$ cat src/rtl/serial_adder_n.sv
// serial_adder_n: parametrised bit-serial adder.
// One full-adder slice is reused over WIDTH clocks. Bits are processed LSB first.
// The carry is held in a flop between bits.
// Operands enter through a valid/ready handshake, and the result leaves through a second one.
// Optional feature macro: SERIAL_ADDER_SUB_EN adds a 'sub' input.
// With sub=1 the block loads ~b and a carry of 1, so it computes a-b.
module serial_adder_n #(
    parameter int WIDTH = 8
) (
    input  logic             clk,
    input  logic             rst,
    input  logic             in_valid,
    output logic             in_ready,
    input  logic [WIDTH-1:0] a,
    input  logic [WIDTH-1:0] b,
    input  logic             cin,
`ifdef SERIAL_ADDER_SUB_EN
    input  logic             sub,
`endif
    output logic             out_valid,
    input  logic             out_ready,
    output logic [WIDTH-1:0] sum,
    output logic             cout,
    output logic             busy
);

    localparam int CNT_W = (WIDTH > 1) ? $clog2(WIDTH) : 1;
    localparam logic [CNT_W-1:0] LAST_BIT = CNT_W'(WIDTH - 1);

    typedef enum logic [1:0] {
        IDLE = 2'd0,
        ADD  = 2'd1,
        DONE = 2'd2
    } state_t;

    state_t           state_r;
    state_t           state_next_s;
    logic [WIDTH-1:0] a_sr_r;
    logic [WIDTH-1:0] b_sr_r;
    logic [WIDTH-1:0] sum_r;
    logic             carry_r;
    logic [CNT_W-1:0] cnt_r;
    logic             in_ready_r;
    logic             out_valid_r;
    logic             busy_r;
    logic [WIDTH-1:0] b_load_s;
    logic             carry_load_s;

    // Full-adder slice: sum bit
    function automatic logic fa_sum(input logic x, input logic y, input logic c);
        return x ^ y ^ c;
    endfunction

    // Full-adder slice: carry (majority of the three inputs)
    function automatic logic fa_carry(input logic x, input logic y, input logic c);
        return (x & y) | (x & c) | (y & c);
    endfunction

    // Next-state logic of the IDLE/ADD/DONE controller
    always_comb begin
        state_next_s = state_r;
        case (state_r)
            IDLE: begin
                if (in_valid) begin
                    state_next_s = ADD;
                end else begin
                    state_next_s = IDLE;
                end
            end
            ADD: begin
                if (cnt_r == LAST_BIT) begin
                    state_next_s = DONE;
                end else begin
                    state_next_s = ADD;
                end
            end
            DONE: begin
                if (out_ready) begin
                    state_next_s = IDLE;
                end else begin
                    state_next_s = DONE;
                end
            end
            default: state_next_s = IDLE;
        endcase
    end

    // Operand/carry values loaded on the accept edge (add, or subtract via ~b + 1)
    always_comb begin
        b_load_s     = b;
        carry_load_s = cin;
`ifdef SERIAL_ADDER_SUB_EN
        if (sub) begin
            b_load_s     = ~b;
            carry_load_s = 1'b1;
        end else begin
            b_load_s     = b;
            carry_load_s = cin;
        end
`endif
    end

    // State register and registered handshake/status flags decoded from the next state
    always_ff @(posedge clk) begin
        if (rst) begin
            state_r     <= IDLE;
            in_ready_r  <= 1'b1;
            out_valid_r <= 1'b0;
            busy_r      <= 1'b0;
        end else begin
            state_r     <= state_next_s;
            in_ready_r  <= (state_next_s == IDLE);
            out_valid_r <= (state_next_s == DONE);
            busy_r      <= (state_next_s != IDLE);
        end
    end

    // Datapath: capture operands, then shift one bit per clock through the slice
    always_ff @(posedge clk) begin
        if (rst) begin
            a_sr_r  <= '0;
            b_sr_r  <= '0;
            sum_r   <= '0;
            carry_r <= 1'b0;
            cnt_r   <= '0;
        end else begin
            case (state_r)
                IDLE: begin
                    if (in_valid) begin
                        a_sr_r  <= a;
                        b_sr_r  <= b_load_s;
                        carry_r <= carry_load_s;
                        sum_r   <= '0;
                        cnt_r   <= '0;
                    end else begin
                        cnt_r   <= cnt_r;
                    end
                end
                ADD: begin
                    sum_r   <= {fa_sum(a_sr_r[0], b_sr_r[0], carry_r), sum_r[WIDTH-1:1]};
                    carry_r <= fa_carry(a_sr_r[0], b_sr_r[0], carry_r);
                    a_sr_r  <= {1'b0, a_sr_r[WIDTH-1:1]};
                    b_sr_r  <= {1'b0, b_sr_r[WIDTH-1:1]};
                    // Counter stops at the last bit index instead of wrapping
                    if (cnt_r != LAST_BIT) begin
                        cnt_r <= cnt_r + CNT_W'(1);
                    end else begin
                        cnt_r <= cnt_r;
                    end
                end
                DONE: begin
                    sum_r   <= sum_r;
                    carry_r <= carry_r;
                end
                default: begin
                    sum_r   <= sum_r;
                end
            endcase
        end
    end

    assign in_ready  = in_ready_r;
    assign out_valid = out_valid_r;
    assign busy      = busy_r;
    assign sum       = sum_r;
    assign cout      = carry_r;

endmodule

$ cat config.mk
export PLATFORM = sky130hd
export DESIGN_NAME = serial_adder_n
export DESIGN_NICKNAME = d
export VERILOG_FILES = /design/src/rtl/serial_adder_n.sv
export SDC_FILE = /design/constraint.sdc
export NUM_CORES = 1
export LEC_CHECK = 0
export ABC_AREA = 1
export BUFFER_PORTS_ARGS = -buffer_cell sky130_fd_sc_hd__clkbuf_2
export CORE_MARGIN = 1.5
export CORE_UTILIZATION = 40
export DETAILED_ROUTE_END_ITERATION = 6
export PLACE_DENSITY = 0.65
export RECOVER_POWER = 100
export SYNTH_ARGS = -nofsm -noshare
export SYNTH_HDL_FRONTEND = slang
export SYNTH_SLANG_ARGS = --single-unit
$ cat constraint.sdc
create_clock -name clk -period 1.7 [get_ports clk]
set_input_delay 0.34 -clock clk [delete_from_list [all_inputs] [get_ports clk]]
set_output_delay 0.34 -clock clk [all_outputs]
set_load 0.01 [all_outputs]
# Yosys cells after proc, flatten, opt, wreduce, memory -nomap -nowiden
# Index checks and enable logic that the tools add are counted.
# word_totals
ff_bits,33
output_inout_bits,12
elab_cells,45
# classes
n_bitwise,7
reduce_logical,6
eq_ne,7
n_mux,15
addsub,1
# op_table
op,count
$pmux W8 S2,3
$mux W8,3
$mux W3,2
$pmux W2 S3,1
$pmux W3 S2,1
$eq A2 B2 Y1 const B,2
$logic_not A2 Y1,2
$mux W2,2
$ne A2 B2 Y1 const B,2
$reduce_bool A2 Y1,2
$add A3 B1 Y3 const B,1
$and A1 B1 Y1,3
$eq A3 B3 Y1 const B,1
$ne A3 B3 Y1 const B,1
$reduce_and A3 Y1,1
$eq A2 B1 Y1 const B,1
$mux W1,2
$or A1 B1 Y1,2
$pmux W1 S2,1
$reduce_and A2 Y1,1
$xor A1 B1 Y1,2

# Depth between registers and ports, before layout
# Gate-level depths: netlist of run 1.
# depth
depth_word,4
ltp_mapped,7

# Worst setup path before layout of run 1
# No wires, ideal clock.
# synth_timing
kind,register -> register
start,"reg carry_r, in the netlist cout"
end,"reg sum_r[7], in the netlist sum[7]"
arrival_time_ns,1.276
n_path_buf,0
slack_ns,0.353
t_required_ns,1.630
setup_time_ns,0.070
period_less_slack_ns,1.347
stages_incl_launch_ff,5
path_cell_list,dfxtp_1 > inv_1 > fa_1 > or2_2 > a21oi_1
# synth_via
elab_chain_len,2
# synth_rtl
element,line,text
start: declaration,41,logic carry_r;
start signal: assignment,132,carry_r <= carry_load_s;
start signal: assignment,141,"carry_r <= fa_carry(a_sr_r[0], b_sr_r[0], carry_r);"
start signal: assignment,153,carry_r <= carry_r;
$xor A1 B1 Y1,51,return x ^ y ^ c;
$pmux W8 S2,127,case (state_r)
end signal: assignment,140,"sum_r <= {fa_sum(a_sr_r[0], b_sr_r[0], carry_r), sum_r[WIDTH-1:1]};"
end signal: assignment,152,sum_r <= sum_r;
end signal: assignment,156,sum_r <= sum_r;
end: declaration,40,logic [WIDTH-1:0] sum_r;
# Every way passes these cells.
# A chain may end at the register's enable or synchronous reset.

# Worst setup path after layout of run 1
# Same ends and word-level chain as after synthesis.

==> results.cfg, run 1 <==
[status]
status = finished clean

[clock_tree]
cts_made_buffers = 5
cts_max_level = 2
cts_num_sinks = 33
cts_tree = yes
cts_resized = 0
postCtsHoldBufs = 0
cts.root.buffer_cell = clkbuf_8
max-clock-path-buffers = 2
path_clk_slew_ns = 0.06
postCtsSetupRepairBufs = 0
clk-insertion-delay-late_ns = 0.28

[power]
cellPowerDensity_mw_per_mm2 = 924
total_leakage_power_nw = 0.915
worst_ir_drop_vdd_mv = 0.567
totalPowerFinal_mw = 1.68

[floorplanning]
num_rows = 22
floorplan.die_area_mm2 = 0.00422
ioPinCount = 33
floorplan.die.width_um = 64.9
fp.dieH_um = 64.9
core_region_area_mm2 = 0.00366
starting_density_of_the_core = 0.419

[finish]
finalNetCount = 297
flow.area_growth_from_synthesis_pct = 18.3
layoutNonFillerInstCount = 321
share_of_final_layout_standard_cells_stronger_than_drive_strength_1 = 0.128
finish.instance_area_mm2 = 0.00181
n_antenna_cell = 0
n_fill_cell = 398

[drt]
drc_errors = 0
routed_wl_mm = 2.92
avgRoutedWirePerCell_um = 9.11
drtAntennaViolNets = 0
detailed_router_s_first_iteration_violation_count = 64
num_vias = 1380
viasPerCell = 4.30
detailedRoute.firstPassIterationCount = 4

[min_path]
min-delay-start = a[7]
timing.hold.worst.class = in -> reg
whs_path_depth = 3
whs_endpoint = a_sr_r[7]

[setup_path]
crit_path_end_kind = flip-flop
timing.critical_path.slowest_stage_cell = fa_1
cp_slowest_stage_delay_ns = 0.45
worst-r2r-cell-count = 4
critical_path.max_fanout = 2
timing.setup.critical_path_class = reg -> reg
r2r-end = sum[7]
critical_path.cell_chain = inv_1 -> fa_1 -> or2_2 -> a21oi_1
crit_arrival_ns = 1.54
regToRegStartpoint = cout
required_ns = 1.91
critical_path.startpoint_type = flip-flop
worst-r2r-setup-slack_ns = 0.38

[place]
dpl.hpwl_mm = 1.96
detailedPlace.worstSlack_ns = 0.380
placement.cell_area_mm2 = 0.00175
globalplace.congestion = 0.811
port-buffer-count = 32
inst_count_dp = 314

[global_routing]
grt_overflow_total = 0
grt_antenna_before_repair = 0
grt.total_usage = 0.155
wire_length_of_the_first_global_routing_pass_mm = 4.97
pin_count_of_the_biggest_net_entering_global_routing = 41
grt_pass1_vias = 1154

[logic_synthesis]
yosys_warnings = 0
post_synth_num_cell_types = 20
synth_nets = 263
synth-main-ff-cell = dfxtp_1
yosysMostFrequentCell = nand2_1
syn-mean-instance-area_um2 = 6.42
postSynthRegisterBits = 33
synthCells = 239
yosys.area.top_type_share = 0.431
ys_async_sr_fraction = 0
synthDominantAreaCellType = dfxtp_1
synth-seq-area-share = 0.431
most_frequent_cells_after_synthesis = 103 x nand2_1, 40 x nor2_1, 33 x dfxtp_1
synthTopCellsByArea = dfxtp_1 43%, nand2_1 25%, nor2_1 9.8%
mappedNetlistArea_mm2 = 0.00153
synth_edf_count = 0

[timing]
setup_viol = 0
slew_headroom = 0.766
min_period_over_period = 0.779
timing.final.crit_period_ns = 1.32
grt_setup_unrepaired = no
tightest_slew_ns = 0.347
clock_skew_ns = 0.00302
finalSetupTns_ns = 0
post-route-worst-setup-slack_ns = 0.376
drv_slew = 0
maxClockFrequency_mhz = 755
hold_violations = 0

[run]
max_cap_violations = 0
-- final cells by class --
cell class,instances,area [µm²],share of cell area
clock buffer,7,86.3,0.0476
multi-input combinational,169,711,0.392
tap,48,60.1,0.0331
inverter,27,101,0.0559
timing repair buffer,37,195,0.108
sequential,33,661,0.364
-- flip-flops by register name, indices dropped and copies added (netlist names) --
name,flops
a_sr_r,8
b_sr_r,8
sum,8
cnt_r,3
state_r,2
busy,1
cout,1
in_ready,1
out_valid,1
-- layer usage --
metal,part of all wire,GRT usage
met5,0,0
met2,0.44,0.247
met4,0.014,0.0559
met3,0.054,0.0538
met1,0.50,0.193
-- report_power, final --
part | switching [mW] | internal (mW)
logic | 0.149 | 0.0997
clock network | 0.262 | 0.321
registers | 0.0227 | 0.821
total | 0.434 | 1.24
-- logic make-up after synthesis --
| family | count (synthesis) | synth area share |
|---|---|---|
| simple gates | 153 | 0.392 |
| fa+ha+maj | 3 | 0.0294 |
| buf+inv | 37 | 0.104 |
| compound gates | 13 | 0.0449 |
| flops | 33 | 0.431 |
-- critical path: cells and delay by family, from the launching register on --
family / cells / cell delay (ns)
buffers and inverters: 1 / 0.07
adder cells (fa/ha/maj): 1 / 0.45
flip-flops: 1 / 0.33
AND/OR/NAND/NOR: 1 / 0.29
AO/OA/AOI/OAI: 1 / 0.12
-- worst max-delay path by stage --
stage	start	slack (ns)	end	cells past startpoint
final	cout	0.38	sum[7]	4
after global routing	cout	0.27	sum[7]	4
after CTS	cout	0.36	sum[7]	4
after detailed placement	cout	0.38	sum[7]	4
after global placement	cout	0.42	sum[7]	4
after floorplan	cout	0.35	sum[7]	4
-- placed cells by master, fill, tap and decap left out, drive strengths merged, types with 2 or more instances in the layout --
master / synthesis / layout
nand2: 104 / 104
nor2: 41 / 41
clkbuf: 2 / 39
dfxtp: 33 / 33
inv: 27 / 27
a21oi: 11 / 11
nand3: 5 / 5
buf: 8 / 5
o21ai: 2 / 2
nand3b: 2 / 2
ha: 2 / 2
-- through the flow --
stage | utilization | hold WS (ns)
after global placement | 0.477 | 0.450
final | 0.496 | 0.327
after detailed placement | 0.477 | 0.453
after floorplan | - | 0.409
after CTS | 0.501 | 0.332
after global routing | 0.496 | 0.334
No activity file was read; power rests on OpenSTA's default activity.
==> run 2: changes to the inputs <==
PLACE_DENSITY = 0.67   (was 0.65)
clock period = 1.1 ns   (was 1.7 ns; I/O delays follow)
==> results.cfg, run 2 (synthesized netlist as in run 1, its figures left out) <==
[drt]
drc_errors = 0
wl_met2_mm = 1.68
detailed_router_s_first_iteration_violation_count = 46
highest_layer = met4
detailedRoute.firstPassIterationCount = 4
wirelength_met1_mm = 1.49
avgRoutedWirePerCell_um = 10.2
routed_wl_mm = 3.39
met3_wirelength_um = 166
viasPerCell = 4.36
num_vias = 1446
drtAntennaViolNets = 0

[power]
total_leakage_power_nw = 1.05
worst_ir_drop_vdd_mv = 0.832
totalPowerFinal_mw = 2.74
cellPowerDensity_mw_per_mm2 = 1320

[setup_path]
timing.critical_path.slowest_stage_cell = fa_2
crit_arrival_ns = 1.43
required_ns = 1.32
critical_path.cell_chain = inv_2 -> fa_2 -> or2_4 -> a21oi_2
regToRegStartpoint = cout
timing.critical_path.from = cout
r2r-end = sum[7]
cp_slowest_stage_delay_ns = 0.43
crit_path_end_kind = flip-flop
timing.setup.critical_path_class = reg -> reg
critical_path.startpoint_type = flip-flop
worst-r2r-cell-count = 4
timing.critical_path.max_delay_family = adder cells
critical_path.max_fanout = 2
critical_path.n_buffers_inverters = 1
worst-r2r-setup-slack_ns = -0.11

[timing]
hold_slack_ns = 0.203
post-route-worst-setup-slack_ns = -0.105
grt_setup_unrepaired = yes
setup_viol = 17
timing.final.crit_period_ns = 1.21
drv_slew = 0
slew_headroom = 0.885
tightest_slew_ns = 0.172
hold_violations = 0
maxClockFrequency_mhz = 830
min_period_over_period = 1.10
clock_skew_ns = 0.00293

[global_routing]
wire_length_of_the_first_global_routing_pass_mm = 5.53
grt_overflow_total = 0
pin_count_of_the_biggest_net_entering_global_routing = 41
grt_pass1_vias = 1320
grt_antenna_before_repair = 0
grt.total_usage = 0.171

[place]
placement.cell_area_mm2 = 0.00184
dpl.hpwl_mm = 2.28
globalplace.congestion = 0.847
port-buffer-count = 32
inst_count_dp = 322

[clock_tree]
max-clock-path-buffers = 2
clk-insertion-delay-late_ns = 0.28
cts_num_sinks = 33
path_clk_slew_ns = 0.06
cts_tree = yes
cts_made_buffers = 5
cts.root.buffer_cell = clkbuf_8
cts_max_level = 2

[floorplanning]
ioPinCount = 33
core_region_area_mm2 = 0.00366
starting_density_of_the_core = 0.419
num_rows = 22
floorplan.die.width_um = 64.9
floorplan.die_area_mm2 = 0.00422
fp.dieH_um = 64.9

[run]
max_cap_violations = 0

[min_path]
timing.hold.worst.class = in -> reg
whs_path_depth = 3
min-delay-start = a[7]
whs_endpoint = a_sr_r[7]

[finish]
n_antenna_cell = 0
finalNetCount = 308
layoutNonFillerInstCount = 332
layout.cells.most_common = nand2_1
flow.area_growth_from_synthesis_pct = 35.7
finish.instance_area_mm2 = 0.00208
most-common-layout-cells = 81 x nand2_1, 38 x nor2_1, 27 x dfxtp_1, 23 x inv_1, 23 x clkbuf_2
share_of_final_layout_standard_cells_stronger_than_drive_strength_1 = 0.313

[status]
violations_in_the_final_reports = setup timing
status = complete, but fails checks
[run 2: changes by cell type in the layout (fill, tap and decap cells not counted), sizes merged]
| cell | before | now |
|---|---|---|
| buf | 5 | 16 |
[run 2: per-layer routing]
metal  GRT usage  up-vias
met5           0        -
met4      0.0745        0
met3      0.0486        8
met2       0.296       29
met1       0.194      617
li1            -      792
[run 2: worst max-delay path by stage]
stage,end,cells after the start
floorplan,sum[7],4
global placement,sum[7],4
finish,sum[7],4
CTS,sum[7],4
global route,sum[7],4
detailed placement,sum[7],4
[run 2: cell type report]
class / count / area [µm²]
sequential: 33 / 671
clock buffer: 7 / 86.3
multi-input combinational: 169 / 842
tap: 48 / 60.1
fill: 365 / 1580
inverter: 27 / 101
timing repair buffer: 48 / 322
[run 2: worst min-delay path, delay by kind of cell]
| family | cells | cell delay, ns |
|---|---|---|
| AOI/OAI and AO/OA | 1 | 0.06 |
| buffers and inverters | 1 | 0.08 |
| and+or+nand+nor | 1 | 0.08 |
[run 2: what timing repair did]
| item | 4_1_cts | 5_1_grt |
|---|---|---|
| setup buffers | 3 | 1 |
| gates resized for setup | 16 | 35 |
| gates cloned | 1 | 0 |
| pin swaps | 12 | 25 |
| hold buffers | 0 | 0 |
| setup endpoints to repair | 29 | 33 |
[run 2: power breakdown]
| group | total [mW] | internal (mW) | switching [mW] |
|---|---|---|---|
| Clock | 0.915 | 0.496 | 0.419 |
| Sequential | 1.32 | 1.27 | 0.0499 |
| Combinational | 0.504 | 0.229 | 0.275 |
| Total | 2.74 | 2.00 | 0.744 |
[run 2: through the flow]
step / utilization / setup WS (ns) / setup TNS (ns)
after CTS: 0.548 / -0.137 / -0.624
after global routing: 0.569 / -0.156 / -2.20
final: 0.569 / -0.105 / -0.518
after floorplan: - / -0.105 / -0.214
after detailed placement: 0.502 / -0.148 / -1.25
after global placement: 0.502 / -0.114 / -0.829
